## src/rtl/alu_pkg.sv

```systemverilog
// Shared ALU types: opcodes, loader FSM states and the loader's state-sequencing helper.
package alu_pkg;

    typedef enum logic [1:0] {
        ADD = 2'b00,
        SUB = 2'b01,
        AND = 2'b10,
        OR  = 2'b11
    } opcode_t;

    typedef enum logic [1:0] {
        LOAD_A  = 2'b00,
        LOAD_B  = 2'b01,
        LOAD_OP = 2'b10,
        SHOW    = 2'b11
    } loader_state_t;

    // ENTER walks the loader round-robin: LOAD_A -> LOAD_B -> LOAD_OP -> SHOW -> LOAD_A.
    function automatic loader_state_t nextLoaderState(input loader_state_t s);
        loader_state_t n;
        case (s)
            LOAD_A:  n = LOAD_B;
            LOAD_B:  n = LOAD_OP;
            LOAD_OP: n = SHOW;
            default: n = LOAD_A;
        endcase
        return n;
    endfunction

endpackage

```

## src/rtl/alu_operand_loader_button_debouncer.sv

```systemverilog
// Active-low pushbutton conditioner: 2-FF synchronizer, stable-sample counter, press-edge detect.
module button_debouncer #(
    parameter int DEBOUNCE_CYCLES = 50000
) (
    input  logic clk,
    input  logic rst_n,
    input  logic btn_n,
    output logic press
);

    localparam int CW = (DEBOUNCE_CYCLES > 1) ? $clog2(DEBOUNCE_CYCLES) : 1;
    localparam logic [CW-1:0] LAST = CW'(DEBOUNCE_CYCLES - 1);

    logic [1:0]    sync_q;
    logic          level_q, level_d;
    logic          levelPrev_q;
    logic [CW-1:0] cnt_q, cnt_d;

    // Any synchronized sample equal to the accepted level restarts the run of differing samples.
    always_comb begin
        level_d = level_q;
        cnt_d   = cnt_q;
        if (sync_q[1] == level_q) begin
            cnt_d = '0;
        end else if (cnt_q == LAST) begin
            level_d = sync_q[1];
            cnt_d   = '0;
        end else begin
            cnt_d = cnt_q + 1'b1;
        end
    end

    // Reset assumes "pressed" so a button held through reset never produces a falling edge.
    always_ff @(posedge clk or negedge rst_n) begin
        if (!rst_n) begin
            sync_q      <= 2'b00;
            level_q     <= 1'b0;
            levelPrev_q <= 1'b0;
            cnt_q       <= '0;
        end else begin
            sync_q      <= {sync_q[0], btn_n};
            level_q     <= level_d;
            levelPrev_q <= level_q;
            cnt_q       <= cnt_d;
        end
    end

    assign press = levelPrev_q & ~level_q;

endmodule

```

## src/rtl/alu_operand_loader.sv

```systemverilog
// Sequences operand A, operand B and opcode into registered ALU inputs using debounced ENTER/CLEAR.
// Optional FLAG_LATCH_EN adds alu_flags/flags_q to capture ALU flags on the issue cycle.
module alu_operand_loader
    import alu_pkg::*;
#(
    parameter int N               = 2,
    parameter int DEBOUNCE_CYCLES = 50000
) (
    input  logic         clk,
    input  logic         rst_n,
    input  logic [N-1:0] sw,
    input  logic [1:0]   op_sw,
    input  logic         btn_enter_n,
    input  logic         btn_clear_n,
`ifdef FLAG_LATCH_EN
    input  logic [3:0]   alu_flags,
    output logic [3:0]   flags_q,
`endif
    output logic [N-1:0] a,
    output logic [N-1:0] b,
    output logic [1:0]   operator,
    output logic         issue,
    output logic         result_vld,
    output logic [1:0]   stage
);

    logic [1:0]    rstSync_q;
    logic          rstInt_n;
    logic          enterPress, clearPress;
    logic [N-1:0]  sw1_q, sw2_q;
    logic [1:0]    op1_q, op2_q;
    loader_state_t state_q, state_d;
    logic [N-1:0]  a_q, a_d, b_q, b_d;
    opcode_t       op_q, op_d;
    logic          issue_q, issue_d;
    logic          resultVld_q, resultVld_d;

    // Reset asserts asynchronously but releases on a clock edge.
    always_ff @(posedge clk or negedge rst_n) begin
        if (!rst_n) begin
            rstSync_q <= 2'b00;
        end else begin
            rstSync_q <= {rstSync_q[0], 1'b1};
        end
    end

    assign rstInt_n = rstSync_q[1];

    button_debouncer #(.DEBOUNCE_CYCLES(DEBOUNCE_CYCLES)) uEnter (
        .clk   (clk),
        .rst_n (rstInt_n),
        .btn_n (btn_enter_n),
        .press (enterPress)
    );

    button_debouncer #(.DEBOUNCE_CYCLES(DEBOUNCE_CYCLES)) uClear (
        .clk   (clk),
        .rst_n (rstInt_n),
        .btn_n (btn_clear_n),
        .press (clearPress)
    );

    always_ff @(posedge clk or negedge rstInt_n) begin
        if (!rstInt_n) begin
            sw1_q <= '0;
            sw2_q <= '0;
            op1_q <= 2'b00;
            op2_q <= 2'b00;
        end else begin
            sw1_q <= sw;
            sw2_q <= sw1_q;
            op1_q <= op_sw;
            op2_q <= op1_q;
        end
    end

    always_ff @(posedge clk or negedge rstInt_n) begin
        if (!rstInt_n) begin
            state_q <= LOAD_A;
        end else begin
            state_q <= state_d;
        end
    end

    // CLEAR takes priority and swallows a coincident ENTER.
    always_comb begin
        state_d = state_q;
        if (clearPress) begin
            state_d = LOAD_A;
        end else if (enterPress) begin
            state_d = nextLoaderState(state_q);
        end
    end

    always_comb begin
        a_d         = a_q;
        b_d         = b_q;
        op_d        = op_q;
        issue_d     = 1'b0;
        resultVld_d = (state_d == SHOW);
        if (clearPress) begin
            a_d  = '0;
            b_d  = '0;
            op_d = ADD;
        end else if (enterPress) begin
            case (state_q)
                LOAD_A:  a_d = sw2_q;
                LOAD_B:  b_d = sw2_q;
                LOAD_OP: begin
                    op_d    = opcode_t'(op2_q);
                    issue_d = 1'b1;
                end
                default: ;
            endcase
        end
    end

    always_ff @(posedge clk or negedge rstInt_n) begin
        if (!rstInt_n) begin
            a_q         <= '0;
            b_q         <= '0;
            op_q        <= ADD;
            issue_q     <= 1'b0;
            resultVld_q <= 1'b0;
        end else begin
            a_q         <= a_d;
            b_q         <= b_d;
            op_q        <= op_d;
            issue_q     <= issue_d;
            resultVld_q <= resultVld_d;
        end
    end

`ifdef FLAG_LATCH_EN
    // The ALU's flags for the new operation are valid during the issue cycle itself.
    always_ff @(posedge clk or negedge rstInt_n) begin
        if (!rstInt_n) begin
            flags_q <= 4'b0000;
        end else if (clearPress) begin
            flags_q <= 4'b0000;
        end else if (issue_q) begin
            flags_q <= alu_flags;
        end
    end
`endif

    assign a          = a_q;
    assign b          = b_q;
    assign operator   = op_q;
    assign issue      = issue_q;
    assign result_vld = resultVld_q;
    assign stage      = state_q;

endmodule
```

## config.mk

```make
export PLATFORM = sky130hd
export DESIGN_NAME = alu_operand_loader
export DESIGN_NICKNAME = d
export VERILOG_FILES = /design/src/rtl/alu_pkg.sv /design/src/rtl/alu_operand_loader_button_debouncer.sv /design/src/rtl/alu_operand_loader.sv
export SDC_FILE = /design/constraint.sdc
export NUM_CORES = 1
export LEC_CHECK = 0
export BUFFER_PORTS_ARGS = -buffer_cell sky130_fd_sc_hd__buf_2
export CAP_MARGIN = 25
export CORE_MARGIN = 1.5
export CORE_UTILIZATION = 45
export CTS_CLUSTER_SIZE = 10
export DETAILED_ROUTE_END_ITERATION = 12
export GPL_TIMING_DRIVEN = 0
export PLACE_DENSITY = 0.67
export SKIP_LAST_GASP = 1
export SLEW_MARGIN = 20
export SYNTH_ARGS = -nofsm -noshare
export SYNTH_HDL_FRONTEND = slang
export SYNTH_SLANG_ARGS = --single-unit
```

## constraint.sdc

```tcl
create_clock -name clk -period 1.8 [get_ports clk]
set_input_delay 0.18 -clock clk [delete_from_list [all_inputs] [get_ports clk]]
set_output_delay 0.18 -clock clk [all_outputs]
set_load 0.03 [all_outputs]
```

==> results of run 1 <==
==> power groups by stage <==
stage	combinational (mW)	sequential (mW)	clock [mW]
5_1_grt	0.0766	1.43	1.43
3_5_place_dp	0.0536	1.44	0
4_1_cts	0.0699	1.42	1.37
2_1_floorplan	0.0390	1.43	0
3_3_place_gp	0.0534	1.44	0
6_report	0.0691	1.42	1.34
==> cell usage after synthesis <==
cell,n,area [µm²]
clkbuf_1,2,7.51
nor4_1,11,68.8
dfrtp_1,60,1500
buf_4,1,7.51
xor2_1,5,43.8
a21oi_1,7,35.0
o21ai_0,1,5.00
nor2_1,34,128
buf_6,1,11.3
nor4b_2,1,15.0
nand3b_1,2,15.0
conb_1,1,3.75
mux2_2,1,11.3
and3_1,1,6.26
nand3_1,18,90.1
nand2_1,18,67.6
nor2b_1,2,12.5
xnor2_1,25,219
nor2_2,10,62.6
nor3_1,8,40.0
nand4_1,7,43.8
inv_1,8,30.0
or3_4,1,11.3
ha_1,5,62.6
o41ai_4,2,55.1
mux2_1,1,11.3
==> layout make-up <==
cell class | count | area [µm²]
fill | 475 | 2440
sequential | 60 | 1510
multi-input combinational | 161 | 1020
timing repair buffer | 26 | 170
clock buffer | 10 | 138
tap | 72 | 90.1
clock inverter | 6 | 86.3
inverter | 8 | 30.0
buffer | 4 | 26.3
==> final timing paths <==
path / start / end / cells after the start
hold reg to reg: sw1_q[0]$_DFF_PN0_ / sw2_q[0]$_DFF_PN0_ / 0
hold / removal: rst_n / rstSync_q[1]$_DFF_PN0_ / 2
setup reg to reg: uEnter.cnt_q[12]$_DFF_PN0_ / uEnter.level_q$_DFFE_PN0P_ / 4
setup / recovery: uEnter.cnt_q[12]$_DFF_PN0_ / uEnter.level_q$_DFFE_PN0P_ / 4
max in group asynchronous: rstSync_q[1]$_DFF_PN0_ / uEnter.cnt_q[15]$_DFF_PN0_ / 0
min in group clk: sw1_q[0]$_DFF_PN0_ / sw2_q[0]$_DFF_PN0_ / 0
==> routing by layer <==
layer | GRT usage (%) | wire (µm) | up-vias
li1 | - | - | 858
met1 | 20.5 | 2150 | 860
met2 | 26.2 | 2050 | 23
met3 | 4.53 | 100 | 6
met4 | 8.57 | 88 | 0
met5 | 0 | 0 | -
==> cells by family (layout without fill, tap and decap cells) <==
group / count (synthesis) / in the layout
adder cells (fa/ha/maj): 5 / 5
other: 1 / 1
flip-flops: 60 / 60
multiplexers: 2 / 2
XOR/XNOR: 30 / 30
AO/OA/AOI/OAI: 10 / 10
AND/OR/NAND/NOR: 113 / 113
buffers and inverters: 12 / 54
==> sequential cells by signal, indices dropped and copies added, names as in the netlist, 2 cells and up <==
name,flops
a,2
b,2
op1_q,2
op2_q,2
operator,2
rstSync_q,2
stage,2
sw1_q,2
sw2_q,2
uClear.cnt_q,16
uClear.sync_q,2
uEnter.cnt_q,16
uEnter.sync_q,2
==> timing repair <==
item,in CTS,in global routing
pin swaps,2,0
gates resized for setup,2,0
hold buffers,7,0
setup buffers,2,0
endpoints found under the hold margin,8,0
gates cloned,0,0
endpoints found under the setup margin,21,2
==> through the flow <==
step	total power, mW	instance area, µm²	setup WS (ns)	std cells	hold WS [ns]
2_1_floorplan	1.47	2560	0.00577	233	-0.116
4_1_cts	2.86	3060	0.0512	347	0.131
3_5_place_dp	1.50	2740	-0.126	322	-0.0328
5_1_grt	2.93	3060	-0.00421	347	0.149
6_report	2.83	3060	0.0699	347	0.147
3_3_place_gp	1.49	2740	-0.591	322	-0.0318
==> flow_summary.ini, run 1 <==
[outcome]
status = completed

[route]
wl_per_cell_um = 12.6
drc = 0
via_per_inst = 5.03
drt-initial-drc-count = 105
drt-pass1-iter-count = 4
ant_nets = 0
vias = 1747
routed_wl_mm = 4.39

[die]
start_util_pct = 46.6
die_height_um = 78.5
ios = 18
fp.dieArea_um2 = 6160
core_um2 = 5510
std_cell_rows = 27
die_w_um = 78.5

[logic_synthesis]
ys_seq_area_share_pct = 58.5
synthCells = 233
syn_avg_cell_area_um2 = 11.0
synth_simple_gate_area_share_pct = 21.9
synth-adder-area-share_pct = 2.44
synth.distinct_cells = 26
ys_ff_latch = 60
synth_compound_area_share_pct = 3.71
netlist_area_um2 = 2560
synth_top_family_by_area = simple AND/OR/NAND/NOR gates
synthMuxAreaShare_pct = 0.878
yosys_warnings = 0
synthXorXnorAreaFrac_pct = 10.2
synth_fp_nets = 246

[layout]
layout_commonest_cell = dfrtp_1
antenna_cells = 0
area_delta_synth_final_pct = 19.5
finalNetCount = 283
final_core_util_pct = 55.6
final_cell_mix = 59 x dfrtp_1, 34 x nor2_1, 25 x xnor2_1
drive_gt1_share_pct = 20.0

[grt]
grt_max_degree = 59
grt_pass1_wl_mm = 7.65
grt-ovfl-total = 0
antenna_found_initial = 0
grt_util_all_layers_pct = 16.4
grt_pass1_vias = 1729

[cts]
ctsLongestPathBuffers = 2
insertion_delay_ns = 0.34
tritoncts = built
cts_buffers = 9
clock_sinks = 60
clkTransAtPathRegs_ns = 0.07
htree_levels = 3
cts-root-buf = clkbuf_8

[pwr]
combPwrFrac_pct = 2.4
internal-power_mw = 2.23
p_clk_share_pct = 47.5
ir_drop_uv = 548
p_sw_share_pct = 21.2
seq_power_share_pct = 50.1
p_per_area_nw_per_um2 = 923
leakage_nw = 1.31
switching_power_mw = 0.599

[place]
hpwl_mm = 2.81
portBuffers = 17
place_congestion = 0.816

[worst_hold_path]
hold_class = input port to async pin

[sta]
fin_crit_sh_pct = 96.1
finalSetupViolations = 0
setup_tns_ns = 0
drv_slew = 0
timing.fmax_mhz = 578
min_period_ns = 1.73
timing.final.hold_violations = 0
fin_skew_ns = 0.0120
rsz0062_at_grt = true
slew_headroom_pct = 52.6
worst_pin_slew_ns = 0.711

[run]
max_cap_violations = 0

[critical_path]
crit_family = simple AND/OR/NAND/NOR gates
crit_path_max_incr_delay_ns = 0.42
crit_required_ns = 2.01
r2r_setup_slack_ns = 0.07
startpoint_type = flip-flop
worstPathMaxFanout = 4
worst_path_max_delay_cell = dfrtp_1
crit_type = flip-flop to flip-flop
critPathArrivalTime_ns = 1.94
crit_buf_inv = 0
cp_cell_sequence = nor4_1 > nand3b_1 > nor4_2 > mux2_2
crit_path_end_kind = flip-flop
No activity file was read; power rests on OpenSTA's default activity.
==> inputs of run 2 (changes only) <==
- GPL_ROUTABILITY_DRIVEN: unset -> 0
- PLACE_DENSITY: 0.67 -> 0.76
- SETUP_SLACK_MARGIN: unset -> 0.2
==> run 2 against run 1 <==
Against the previous run:
- via count is 5.3% higher
- register-to-register slack better by 0.03 ns
- core utilization increased by 4.7 points
- count of clock-buffer cells in the layout unchanged
- total power increased by 6.0%
- worst setup slack better by 0.027 ns
- global-route usage is 0.98 points higher
- hold slack improved by 0.017 ns
- die area did not move
- sequential power about the same
- non-clock buffer count is 13 higher
- combinational power increased by 46%
- critical path type unchanged
==> flow_summary.ini, run 2 (same netlist as run 1, synthesis figures left out) <==
[die]
fp.dieArea_um2 = 6160
start_util_pct = 46.6
ios = 18
core_um2 = 5510
die_w_um = 78.5
std_cell_rows = 27
die_height_um = 78.5

[route]
via_per_inst = 5.11
drt-pass1-iter-count = 6
ant_nets = 0
routed_wl_mm = 4.96
wl_per_cell_um = 13.8
vias = 1840
routed.top_layer = met4
met2_wirelength_mm = 2.45
drt-initial-drc-count = 93
wirelength_met1_mm = 2.21
drc = 0
wl_met3_um = 237

[sta]
slew_headroom_pct = 51.8
timing.fmax_mhz = 587
setup_tns_ns = 0
worst_pin_slew_ns = 0.724
setup_slack_ns = 0.0965
rsz0062_at_grt = true
min_period_ns = 1.70
fin_skew_ns = 0.0127
finalSetupViolations = 0
timing.final.hold_violations = 0
drv_slew = 0
fin_crit_sh_pct = 94.6

[pwr]
ir_drop_uv = 860
p_total_mw = 3.00
leakage_nw = 1.40
p_per_area_nw_per_um2 = 901

[grt]
grt_max_degree = 59
antenna_found_initial = 0
grt_pass1_vias = 1801
grt-ovfl-total = 0
grt_util_all_layers_pct = 17.4
grt_pass1_wl_mm = 8.16

[critical_path]
timing.rr.start = uClear.cnt_q[0]$_DFF_PN0_
critPathLaunch = uClear.cnt_q[0]$_DFF_PN0_
critPathArrivalTime_ns = 1.93
crit_end = uClear.cnt_q[12]$_DFF_PN0_
crit_path_end_kind = flip-flop
crit_required_ns = 2.02
worstPathMaxFanout = 4
crit_type = flip-flop to flip-flop
r2r_setup_slack_ns = 0.1
r2r_cells = 5
startpoint_type = flip-flop
reg2reg_to = uClear.cnt_q[12]$_DFF_PN0_

[run]
max_cap_violations = 0

[layout]
area_delta_synth_final_pct = 29.7
largestRegisters = uClear.cnt_q x16, uEnter.cnt_q x16
final_core_util_pct = 60.4
finalNetCount = 296
final_cell_mix = 55 x dfrtp_1, 25 x xnor2_1, 19 x nor2_1
layoutNonFillerInstCount = 360
antenna_cells = 0
drive_gt1_share_pct = 31.6
layout_commonest_cell = dfrtp_1

[cts]
ctsLongestPathBuffers = 2
cts-root-buf = clkbuf_8
cts_buffers = 9
htree_levels = 3
insertion_delay_ns = 0.34
clock_sinks = 60
clkTransAtPathRegs_ns = 0.06
tritoncts = built

[outcome]
status = completed

[worst_hold_path]
hold_class = input port to async pin

[place]
pre_cts_ws_ns = -0.0334
portBuffers = 17
dp.cells = 322
hpwl_mm = 2.96
[run 2: changes by cell type in the layout (fill, tap and decap cells not counted), sizes merged]
cell	previous run	this run
buf	21	34
bufinv	2	3
inv	9	8
[run 2: critical path, stage by stage, from the launching register on]
cell and delay (ns):
dfrtp_1 0.40, ha_2 0.25, nand4_1 0.23, nor4_1 0.48
xnor2_1 0.20, nor2_2 0.04
[run 2: where the power goes]
group	switching (mW)	total, mW	internal, mW
Clock	0.522	1.48	0.957
Combinational	0.0474	0.101	0.0539
Sequential	0.0430	1.42	1.38
Total	0.612	3.00	2.39
[run 2: stage by stage]
step                      instance area (µm²)  hold WS, ns
after floorplan                          2570       -0.116
after CTS                                3190        0.132
after global placement                   2750      -0.0342
after global routing                     3330        0.155
final                                    3330        0.164
after detailed placement                 2750      -0.0330
[run 2: final cells by class]
class / instances / area, µm²
buffer: 4 / 38.8
fill: 428 / 2180
sequential: 60 / 1510
clock inverter: 6 / 111
tap: 72 / 90.1
timing repair buffer: 39 / 279
inverter: 8 / 30.0
clock buffer: 10 / 138
multi-input combinational: 161 / 1130
[run 2: repair_timing]
item / 4_1_cts / 5_1_grt
gates resized for setup: 15 / 26
cloned: 1 / 0
pin swaps: 12 / 14
hold buffers: 7 / 0
hold endpoints to repair: 8 / 0
setup endpoints to repair: 31 / 33
setup buffers: 8 / 6
[run 2: metal layers]
metal | track usage [%] | vias to the layer above
li1 | - | 882
met3 | 6.63 | 8
met1 | 22.4 | 903
met5 | 0 | -
met2 | 27.2 | 47
met4 | 5.71 | 0
[run 2: worst min-delay path by stage]
stage / start / end / slack (ns) / cells after the start
floorplan: rst_n / rstSync_q[0]$_DFF_PN0_ / -0.12 / 0
global placement: rst_n / rstSync_q[0]$_DFF_PN0_ / -0.03 / 1
detailed placement: rst_n / rstSync_q[0]$_DFF_PN0_ / -0.03 / 1
CTS: rst_n / rstSync_q[1]$_DFF_PN0_ / 0.13 / 2
global route: rst_n / rstSync_q[1]$_DFF_PN0_ / 0.15 / 2
finish: rst_n / rstSync_q[0]$_DFF_PN0_ / 0.16 / 2
==> inputs of run 3 (changes only) <==
- PLACE_DENSITY: 0.76 -> 0.63
- clock period: 1.8 -> 1.9 ns (I/O delays scaled with it)
==> run 3 against run 2 <==
Against the previous run:
- clock skew is 0.0055 ns lower
- highest routed layer unchanged
- sequential power is 6% lower
- maximum frequency is 1.3% lower
- register-to-register slack better by 0.08 ns
- worst setup slack better by 0.077 ns
- largest power group is now sequential cells
- non-clock buffer count is 5 lower
- combinational power is 30% lower
- critical path depth is 1 higher
- hold slack better by 0.0091 ns
- cell count is 1.4% lower
==> flow_summary.ini, run 3 (same netlist as run 1, synthesis figures left out) <==
[route]
drt-pass1-iter-count = 5
met2_wirelength_mm = 2.05
drt-initial-drc-count = 126
wl_met3_um = 149
routed_wl_mm = 4.46
drc = 0
ant_nets = 0
wirelength_met1_mm = 2.18
via_per_inst = 4.95
wl_per_cell_um = 12.6
routed.top_layer = met4
vias = 1756

[pwr]
switching_power_mw = 0.535
ir_drop_uv = 649
p_total_mw = 2.48
internal-power_mw = 1.94
p_clk_share_pct = 42.9
combPwrFrac_pct = 2.9
p_per_area_nw_per_um2 = 797
p_sw_share_pct = 21.6
leakage_nw = 1.35
seq_power_share_pct = 54.2

[layout]
final_cell_mix = 58 x dfrtp_1, 34 x nor2_1, 25 x xnor2_1
layoutNonFillerInstCount = 355
layout_commonest_cell = dfrtp_1
final_core_util_pct = 56.4
area_delta_synth_final_pct = 21.1
drive_gt1_share_pct = 22.6
finalNetCount = 291
antenna_cells = 0
largestRegisters = uClear.cnt_q x16, uEnter.cnt_q x16
fin_area_um2 = 3110

[die]
fp.dieArea_um2 = 6160
die_w_um = 78.5
start_util_pct = 46.6
ios = 18
die_height_um = 78.5
core_um2 = 5510
std_cell_rows = 27

[grt]
antenna_found_initial = 0
grt_pass1_vias = 1737
grt-ovfl-total = 0
grt_util_all_layers_pct = 16.7
grt_pass1_wl_mm = 7.91
grt_max_degree = 59

[outcome]
status = completed

[cts]
clkTransAtPathRegs_ns = 0.07
htree_levels = 3
ctsLongestPathBuffers = 2
cts_buffers = 9
insertion_delay_ns = 0.32
clock_sinks = 60
tritoncts = built
cts-root-buf = clkbuf_8

[place]
dp.cells = 322
post_dp_cell_area_um2 = 2740
hpwl_mm = 2.85
portBuffers = 17

[sta]
finalSetupViolations = 0
fin_crit_sh_pct = 90.8
setup_tns_ns = 0
min_period_ns = 1.73
timing.fmax_mhz = 579
slew_headroom_pct = 50.8
drv_slew = 0
timing.final.hold_violations = 0
worst_pin_slew_ns = 0.738
rsz0062_at_grt = true
fin_skew_ns = 0.00718

[worst_hold_path]
hold_class = input port to async pin

[critical_path]
critPathArrivalTime_ns = 1.94
worstPathMaxFanout = 5
startpoint_type = flip-flop
crit_type = flip-flop to flip-flop
crit_path_end_kind = flip-flop
r2r_cells = 6
crit_required_ns = 2.12

[run]
max_cap_violations = 0
## run 3: path summary, 6_finish.rpt
path / startpoint / endpoint / slack (ns)
max in group asynchronous: rstSync_q[1]$_DFF_PN0_ / uClear.cnt_q[4]$_DFF_PN0_ / 0.99
worst min register to register: op1_q[0]$_DFF_PN0_ / op2_q[0]$_DFF_PN0_ / 0.35
worst max-delay path: uClear.cnt_q[11]$_DFF_PN0_ / uClear.cnt_q[14]$_DFF_PN0_ / 0.17
min in group clk: op1_q[0]$_DFF_PN0_ / op2_q[0]$_DFF_PN0_ / 0.35
worst min-delay path: rst_n / rstSync_q[1]$_DFF_PN0_ / 0.17
worst max register to register: uClear.cnt_q[11]$_DFF_PN0_ / uClear.cnt_q[14]$_DFF_PN0_ / 0.17
## run 3: power by group through the flow
stage | Sequential [mW] | Combinational, mW | Clock, mW
detailed placement | 1.37 | 0.0513 | 0
global placement | 1.37 | 0.0507 | 0
floorplan | 1.36 | 0.0369 | 0
CTS | 1.34 | 0.0719 | 1.09
global route | 1.35 | 0.0802 | 1.16
finish | 1.34 | 0.0710 | 1.06
## run 3: routing by layer
layer | up-vias | global-route usage [%]
met3 | 6 | 4.42
met4 | 0 | 9.46
met1 | 842 | 21.4
li1 | 876 | -
met2 | 32 | 25.6
met5 | - | 0
## run 3: area by class of cell
cell class | count | area [µm²]
Buffer | 4 | 30.0
Clock buffer | 11 | 131
Clock inverter | 5 | 52.6
Fill cell | 474 | 2400
Inverter | 8 | 30.0
Multi-Input combinational cell | 161 | 1040
Sequential cell | 60 | 1510
Tap cell | 72 | 90.1
Timing Repair Buffer | 34 | 228
## run 3: what timing repair did
action                                  in CTS  in global routing
buffers inserted                             8                  1
pin swaps                                    6                  6
cloned                                       1                  0
hold buffers                                 7                  0
endpoints found under the hold margin        8                  0
resized for setup                            4                  3
endpoints found under the setup margin      34                 34
## run 3: critical path, stage by stage (launching register included)
cell and delay, ns:
dfrtp_1 0.40, nor4b_2 0.29, nand3b_1 0.18, o41ai_4 0.39
buf_4 0.19, buf_6 0.13, nor2_2 0.04
## run 3: stage by stage
| step | setup slack [ns] | hold slack [ns] |
|---|---|---|
| global route | 0.0798 | 0.167 |
| floorplan | 0.218 | -0.106 |
| CTS | 0.117 | 0.160 |
| detailed placement | -0.0481 | -0.0234 |
| global placement | -0.0339 | -0.0241 |
| finish | 0.174 | 0.173 |
